**src/rtl/int_ctrl.sv**
```systemverilog
`default_nettype none
// +--------------------------------------------------------------------------+
// | Module   : int_ctrl                                                      |
// | Brief    : fixed-priority interrupt controller with req/ack/eoi CPU      |
// |            handshake and memory-mapped PEND/EN/MODE/STAT registers       |
// | Revision : 1.0  initial release                                          |
// +--------------------------------------------------------------------------+
module int_ctrl #(
  parameter int              NIRQ   = 8,
  parameter int              DW     = 16,
  parameter logic [NIRQ-1:0] EN_RST = '0
) (
  input  logic            clk,
  input  logic            rst_n,
  input  logic [NIRQ-1:0] irq_in,
  input  logic            cs,
  input  logic            we,
  input  logic [1:0]      addr,
  input  logic [DW-1:0]   wdata,
  output logic [DW-1:0]   rdata,
  output logic            int_req,
  output logic [2:0]      int_id,
  input  logic            int_ack,
  input  logic            int_eoi
);

  localparam logic [1:0] S_IDLE = 2'd0;
  localparam logic [1:0] S_REQ  = 2'd1;
  localparam logic [1:0] S_SVC  = 2'd2;

  localparam logic [1:0] C_A_PEND = 2'd0;
  localparam logic [1:0] C_A_EN   = 2'd1;
  localparam logic [1:0] C_A_MODE = 2'd2;

  logic [1:0]      r_state;
  logic [1:0]      w_state_nxt;
  logic [NIRQ-1:0] r_pend;
  logic [NIRQ-1:0] r_en;
  logic [NIRQ-1:0] r_mode;
  logic [NIRQ-1:0] r_irq_q;
  logic [2:0]      r_id;
  logic [2:0]      r_active;
  logic [DW-1:0]   r_rdata;

  logic            w_wr_pend;
  logic            w_wr_en;
  logic            w_wr_mode;
  logic            w_rd;
  logic [NIRQ-1:0] w_wdata;
  logic [NIRQ-1:0] w_set;
  logic [NIRQ-1:0] w_cand;
  logic [2:0]      w_winner;
  logic            w_ack_take;
  logic            w_withdraw;
  logic [NIRQ-1:0] w_ack_mask;
  logic [NIRQ-1:0] w_pend_nxt;
  logic [DW-1:0]   w_rd_val;
  logic            w_unused;

  assign w_wdata   = wdata[NIRQ-1:0];
  assign w_unused  = &{1'b0, wdata[DW-1:NIRQ]};
  assign w_rd      = cs & ~we;
  assign w_wr_pend = cs & we & (addr == C_A_PEND);
  assign w_wr_en   = cs & we & (addr == C_A_EN);
  assign w_wr_mode = cs & we & (addr == C_A_MODE);

  // Edge-mode bits set on a rising line, level-mode bits whenever the line is high
  assign w_set  = (r_mode & irq_in & ~r_irq_q) | (~r_mode & irq_in);
  assign w_cand = r_pend & r_en;

  always_comb begin
    w_winner = 3'd0;
    for (int i = NIRQ - 1; i >= 0; i--) begin
      if (w_cand[i]) w_winner = 3'(i);
    end
  end

  assign w_ack_take = (r_state == S_REQ) & int_ack;
  assign w_withdraw = (r_state == S_REQ) & w_wr_en & ~w_wdata[r_id];

  always_comb begin
    w_ack_mask = '0;
    if (w_ack_take && r_mode[r_id]) w_ack_mask[r_id] = 1'b1;
  end

  // Clears are applied first so a same-cycle set always survives
  always_comb begin
    w_pend_nxt = r_pend & ~w_ack_mask;
    if (w_wr_pend) w_pend_nxt = w_pend_nxt & ~w_wdata;
    w_pend_nxt = w_pend_nxt | w_set;
  end

  always_comb begin
    w_rd_val = '0;
    case (addr)
      2'd0:    w_rd_val[NIRQ-1:0] = r_pend;
      2'd1:    w_rd_val[NIRQ-1:0] = r_en;
      2'd2:    w_rd_val[NIRQ-1:0] = r_mode;
      default: w_rd_val[4:0]      = {r_state, r_active};
    endcase
  end

  // FSM: state register
  always_ff @(posedge clk) begin
    if (!rst_n) r_state <= S_IDLE;
    else        r_state <= w_state_nxt;
  end

  // FSM: next state
  always_comb begin
    w_state_nxt = r_state;
    case (r_state)
      S_IDLE: if (w_cand != '0) w_state_nxt = S_REQ;
      S_REQ: begin
        if (int_ack)         w_state_nxt = S_SVC;
        else if (w_withdraw) w_state_nxt = S_IDLE;
      end
      S_SVC:  if (int_eoi) w_state_nxt = S_IDLE;
      default: w_state_nxt = S_IDLE;
    endcase
  end

  // FSM: outputs
  always_comb begin
    int_req = (r_state == S_REQ);
    int_id  = r_id;
    rdata   = r_rdata;
  end

  always_ff @(posedge clk) begin
    if (!rst_n) begin
      r_pend   <= '0;
      r_en     <= EN_RST;
      r_mode   <= '0;
      r_irq_q  <= '0;
      r_id     <= 3'd0;
      r_active <= 3'd0;
      r_rdata  <= '0;
    end else begin
      r_pend  <= w_pend_nxt;
      r_irq_q <= irq_in;
      if (w_wr_en)   r_en   <= w_wdata;
      if (w_wr_mode) r_mode <= w_wdata;
      if ((r_state == S_IDLE) && (w_cand != '0)) r_id <= w_winner;
      if (w_ack_take) r_active <= r_id;
      if (w_rd)       r_rdata  <= w_rd_val;
    end
  end

endmodule
`default_nettype wire

```
**config.mk**
```make
export PLATFORM = sky130hd
export DESIGN_NAME = int_ctrl
export DESIGN_NICKNAME = d
export VERILOG_FILES = /design/src/rtl/int_ctrl.sv
export SDC_FILE = /design/constraint.sdc
export NUM_CORES = 1
export LEC_CHECK = 0
export CAP_MARGIN = 10
export CORE_ASPECT_RATIO = 1.1
export CORE_MARGIN = 2
export CORE_UTILIZATION = 35
export CTS_CLUSTER_SIZE = 12
export DETAILED_ROUTE_END_ITERATION = 10
export PLACE_DENSITY_LB_ADDON = 0.25
export SYNTH_ARGS = -nofsm -noshare
export SYNTH_HDL_FRONTEND = slang
export SYNTH_SLANG_ARGS = --single-unit
```
**constraint.sdc**
```tcl
create_clock -name clk -period 3.3 [get_ports clk]
set_input_delay 0.495 -clock clk [delete_from_list [all_inputs] [get_ports clk]]
set_output_delay 0.495 -clock clk [all_outputs]
set_load 0.005 [all_outputs]
```
==> impl_metrics.xml <==
<?xml version="1.0" encoding="UTF-8"?>
<metrics>
  <group name="logic_synthesis">
    <metric name="post_synth_and_or_nand_nor_area_fraction" unit="%">23.10</metric>
    <metric name="yosysUniqueCellTypes" unit="">50</metric>
    <metric name="synth-edff-count" unit="">0</metric>
    <metric name="postSynthAreaPerCell" unit="um^2">8.872</metric>
    <metric name="synth-async-reset-ratio" unit="%">0</metric>
    <metric name="synth_area_in_adders" unit="%">0</metric>
    <metric name="mappedNetlistArea" unit="um^2">2449</metric>
    <metric name="post_synth_mux_area_share" unit="%">9.607</metric>
    <metric name="synth_top_family_by_area" unit="">simple AND/OR/NAND/NOR gates</metric>
    <metric name="ys_seq_elements" unit="">48</metric>
    <metric name="syn-instance-count" unit="">276</metric>
    <metric name="dominantRegCellSynth" unit="">sky130_fd_sc_hd__dfxtp_1</metric>
    <metric name="yosys_warnings" unit="">0</metric>
    <metric name="post_synth_xor_area_fraction" unit="%">0</metric>
    <metric name="synth_seq_area_share" unit="%">39.24</metric>
    <metric name="synth_compound_gate_area_share" unit="%">21.36</metric>
  </group>
  <group name="final_layout">
    <metric name="fin_nets" unit="">338</metric>
    <metric name="mostFrequentLayoutCell" unit="">sky130_fd_sc_hd__nand2_1</metric>
    <metric name="fin_area" unit="um^2">2902</metric>
    <metric name="area.sequential" unit="um^2">960.9</metric>
    <metric name="multi_input_area" unit="um^2">1354</metric>
    <metric name="antenna_cells_inserted" unit="">0</metric>
    <metric name="layout_cells_sized_above_1" unit="%">8.497</metric>
    <metric name="final_util" unit="%">43.49</metric>
    <metric name="n_fill_cell" unit="">663</metric>
    <metric name="layout.cells.most_common_list" unit="">sky130_fd_sc_hd__nand2_1, sky130_fd_sc_hd__dfxtp_1, sky130_fd_sc_hd__clkdlybuf4s50_1, sky130_fd_sc_hd__a21boi_0, sky130_fd_sc_hd__a21boi_1</metric>
    <metric name="flow.area_growth_from_synthesis" unit="%">18.50</metric>
  </group>
  <group name="critical_path">
    <metric name="worst-endpoint-arrival" unit="ps">1720</metric>
    <metric name="cp_data_required_time" unit="ps">2800</metric>
    <metric name="worst_r2r_path_depth" unit="">4</metric>
    <metric name="worstReg2RegEnd" unit="">r_pend[2]</metric>
    <metric name="crit_path_end_kind" unit="">output port</metric>
    <metric name="start_kind" unit="">register</metric>
    <metric name="worst_r2r_startpoint" unit="">int_id[1]</metric>
    <metric name="critical_path_buf_inv_count" unit="">1</metric>
    <metric name="critPathMaxFanout" unit="">16</metric>
    <metric name="cp_cell_sequence" unit="">clkdlybuf4s50_1</metric>
    <metric name="worst_path_dominant_cell_family" unit="">flip-flops</metric>
    <metric name="critical_path.max_stage_delay" unit="ps">780</metric>
    <metric name="timing.critical_path.slowest_stage_cell" unit="">sky130_fd_sc_hd__dfxtp_1</metric>
    <metric name="worstSetupPathType" unit="">register to output port</metric>
    <metric name="ff2ff_setup_slack" unit="ps">1490</metric>
  </group>
  <group name="floorplanning">
    <metric name="core_area" unit="um^2">6671</metric>
    <metric name="core.rowCount" unit="">31</metric>
    <metric name="floorplan.die.width" unit="um">83.75</metric>
    <metric name="die_area" unit="um^2">7682</metric>
    <metric name="floorplan.initialDensity" unit="%">36.70</metric>
    <metric name="num_io_pins" unit="">52</metric>
    <metric name="die_h" unit="um">91.73</metric>
  </group>
  <group name="sta">
    <metric name="fin_skew" unit="ps">4.715</metric>
    <metric name="fin_setup_tns" unit="ps">0</metric>
    <metric name="fin_crit" unit="ps">2213</metric>
    <metric name="rsz0062_at_grt" unit="">no</metric>
    <metric name="final_ws_setup" unit="ps">1087</metric>
    <metric name="hold_slack" unit="ps">455.2</metric>
    <metric name="finalCritPeriodShare" unit="%">67.07</metric>
    <metric name="actual_slew_at_the_worst_max_slew_pin" unit="ps">699.2</metric>
    <metric name="max_freq" unit="MHz">451.8</metric>
    <metric name="timing.final.hold_violations" unit="">0</metric>
    <metric name="drv_slew" unit="">0</metric>
    <metric name="worst_slew_margin_rel" unit="%">53.32</metric>
    <metric name="setup_violations" unit="">0</metric>
  </group>
  <group name="power">
    <metric name="power.switching_fraction" unit="%">25.17</metric>
    <metric name="power_frac_comb" unit="%">12.6</metric>
    <metric name="power_switching" unit="W">0.0002929</metric>
    <metric name="max-vdd-ir-drop" unit="V">0.0001603</metric>
    <metric name="power_per_cell_area" unit="nW/um^2">401.0</metric>
    <metric name="power.sequential.fraction" unit="%">54.2</metric>
    <metric name="internal_power" unit="W">0.0008707</metric>
    <metric name="power.leakage" unit="nW">1.034</metric>
    <metric name="clock_power_share" unit="%">33.1</metric>
  </group>
  <group name="detailed_routing">
    <metric name="avgViaCountPerCell" unit="">5.340</metric>
    <metric name="violation_count_after_the_first_detailed_routing_iteration" unit="">125</metric>
    <metric name="detailroute.via_count" unit="">2072</metric>
    <metric name="drt_first_pass_iters" unit="">4</metric>
    <metric name="route.antenna.remaining_nets" unit="">0</metric>
    <metric name="postRouteWirelength" unit="um">6186</metric>
    <metric name="wl_per_cell" unit="um">15.94</metric>
    <metric name="route.detailed.drc" unit="">0</metric>
  </group>
  <group name="worst_hold_path">
    <metric name="hold_path_end" unit="">rdata[3]</metric>
    <metric name="min_path_type" unit="">register to register</metric>
    <metric name="hold_path_depth" unit="">2</metric>
    <metric name="min_delay_src" unit="">rdata[3]</metric>
  </group>
  <group name="clocking">
    <metric name="clockRootBuffer" unit="">sky130_fd_sc_hd__clkbuf_8</metric>
    <metric name="tritoncts_clock_tree" unit="">yes</metric>
    <metric name="clkSinkCount" unit="">48</metric>
    <metric name="hold_buffers" unit="">0</metric>
    <metric name="cts-root-to-sink-buffers" unit="">2</metric>
    <metric name="htree_levels" unit="">2</metric>
    <metric name="cts_inserted_buffers" unit="">5</metric>
    <metric name="clk_pin_slew" unit="ps">80</metric>
    <metric name="clkLatencyLatePin" unit="ps">310</metric>
    <metric name="cts.repair_timing.setup_buffer_count" unit="">0</metric>
    <metric name="postCtsResizedCells" unit="">0</metric>
  </group>
  <group name="global_routing">
    <metric name="groute.usage.overall" unit="%">16.30</metric>
    <metric name="grt_start_max_net_pins" unit="">22</metric>
    <metric name="antenna_found_initial" unit="">0</metric>
    <metric name="number_of_global_route_vias_before_repair" unit="">1863</metric>
    <metric name="grt_first_pass_wirelength" unit="um">9880</metric>
    <metric name="grt_overflow_total" unit="">0</metric>
  </group>
  <group name="run">
    <metric name="max_cap_viol_count" unit="">0</metric>
  </group>
  <group name="placed_design">
    <metric name="place.port_buffers" unit="">35</metric>
    <metric name="place_ws" unit="ps">912.3</metric>
    <metric name="routabilityCongestion" unit="">0.7984</metric>
    <metric name="hpwl" unit="um">4429</metric>
    <metric name="postPlaceCellArea" unit="um^2">2805</metric>
  </group>
  <group name="run_status">
    <metric name="run_status" unit="">finished, final reports clean</metric>
  </group>
</metrics>
==> worst max path at each step <==
stage                   start         end  slack, ps  depth (start not counted)
global route        int_id[1]   int_id[1]       1010                          1
finish              int_id[1]   int_id[1]       1090                          1
floorplan             addr[1]  r_state[0]       1890                          6
detailed placement    addr[1]   r_mode[1]        910                          5
global placement      addr[0]   r_mode[4]        930                          5
CTS                 int_id[1]   int_id[1]       1080                          1
==> layout make-up <==
cell class	count	share of cell area, %
Clock buffer	7	3.320
Inverter	2	0.2587
Multi-Input combinational cell	210	46.66
Sequential cell	48	33.12
Tap cell	82	3.536
Timing Repair Buffer	39	13.11
==> cells in the mapped netlist, drive strengths merged (2+ instances only) <==
master / instances / area, um^2
nand3: 4 / 25.02
mux2: 2 / 22.52
nor4: 5 / 31.28
o21ai: 5 / 25.02
clkbuf: 3 / 11.26
nand4b: 2 / 17.52
a21oi: 9 / 45.04
nor2b: 5 / 38.78
mux4: 5 / 112.6
o211ai: 3 / 22.52
or2: 2 / 12.52
nor2: 5 / 18.77
mux2i: 10 / 100.1
o211a: 3 / 30.03
a31oi: 9 / 56.30
a22oi: 4 / 30.03
nand2: 68 / 257.8
dfxtp: 48 / 960.9
and2: 9 / 56.30
inv: 2 / 7.510
a32o: 2 / 20.02
nand2b: 4 / 25.02
a21boi: 29 / 217.7
buf: 20 / 141.4
==> logic make-up after synthesis <==
logic type	after synthesis
AND/OR/NAND/NOR	113
AO/OA/AOI/OAI	72
flip-flops	48
buffers and inverters	25
multiplexers	17
other	1
==> stage by stage <==
step	cells	power (W)
2_1_floorplan	283	0.0007299
3_3_place_gp	381	0.0007901
3_5_place_dp	381	0.0007911
4_1_cts	388	0.001169
5_1_grt	388	0.001209
6_report	388	0.001164
==> metal layers <==
layer / wire [um] / part of all wire (%) / global-route usage, % / up-vias
met2: 2746 / 44 / 25.93 / 67
met5: 0 / 0 / 0 / -
met3: 286 / 4.6 / 2.790 / 8
li1: - / - / - / 1027
met4: 116 / 1.9 / 5.645 / 0
met1: 3037 / 49 / 22.31 / 970
==> registers in the layout (all words and copies together) (netlist names) <==
name and count:
r_active 3, r_state 2, int_id 3, r_irq_q 8, r_mode 8, r_en 8, r_pend 8, rdata 8
==> power by group through the flow <==
| stage | logic, W | registers (W) | clock network [W] |
|---|---|---|---|
| after CTS | 0.000148 | 0.000630 | 0.000391 |
| after floorplan | 0.0000973 | 0.000633 | 0 |
| final | 0.000147 | 0.000631 | 0.000385 |
| after global routing | 0.000161 | 0.000635 | 0.000413 |
| after detailed placement | 0.000147 | 0.000644 | 0 |
| after global placement | 0.000146 | 0.000644 | 0 |
Note: power is estimated with default switching activity, not from simulation.
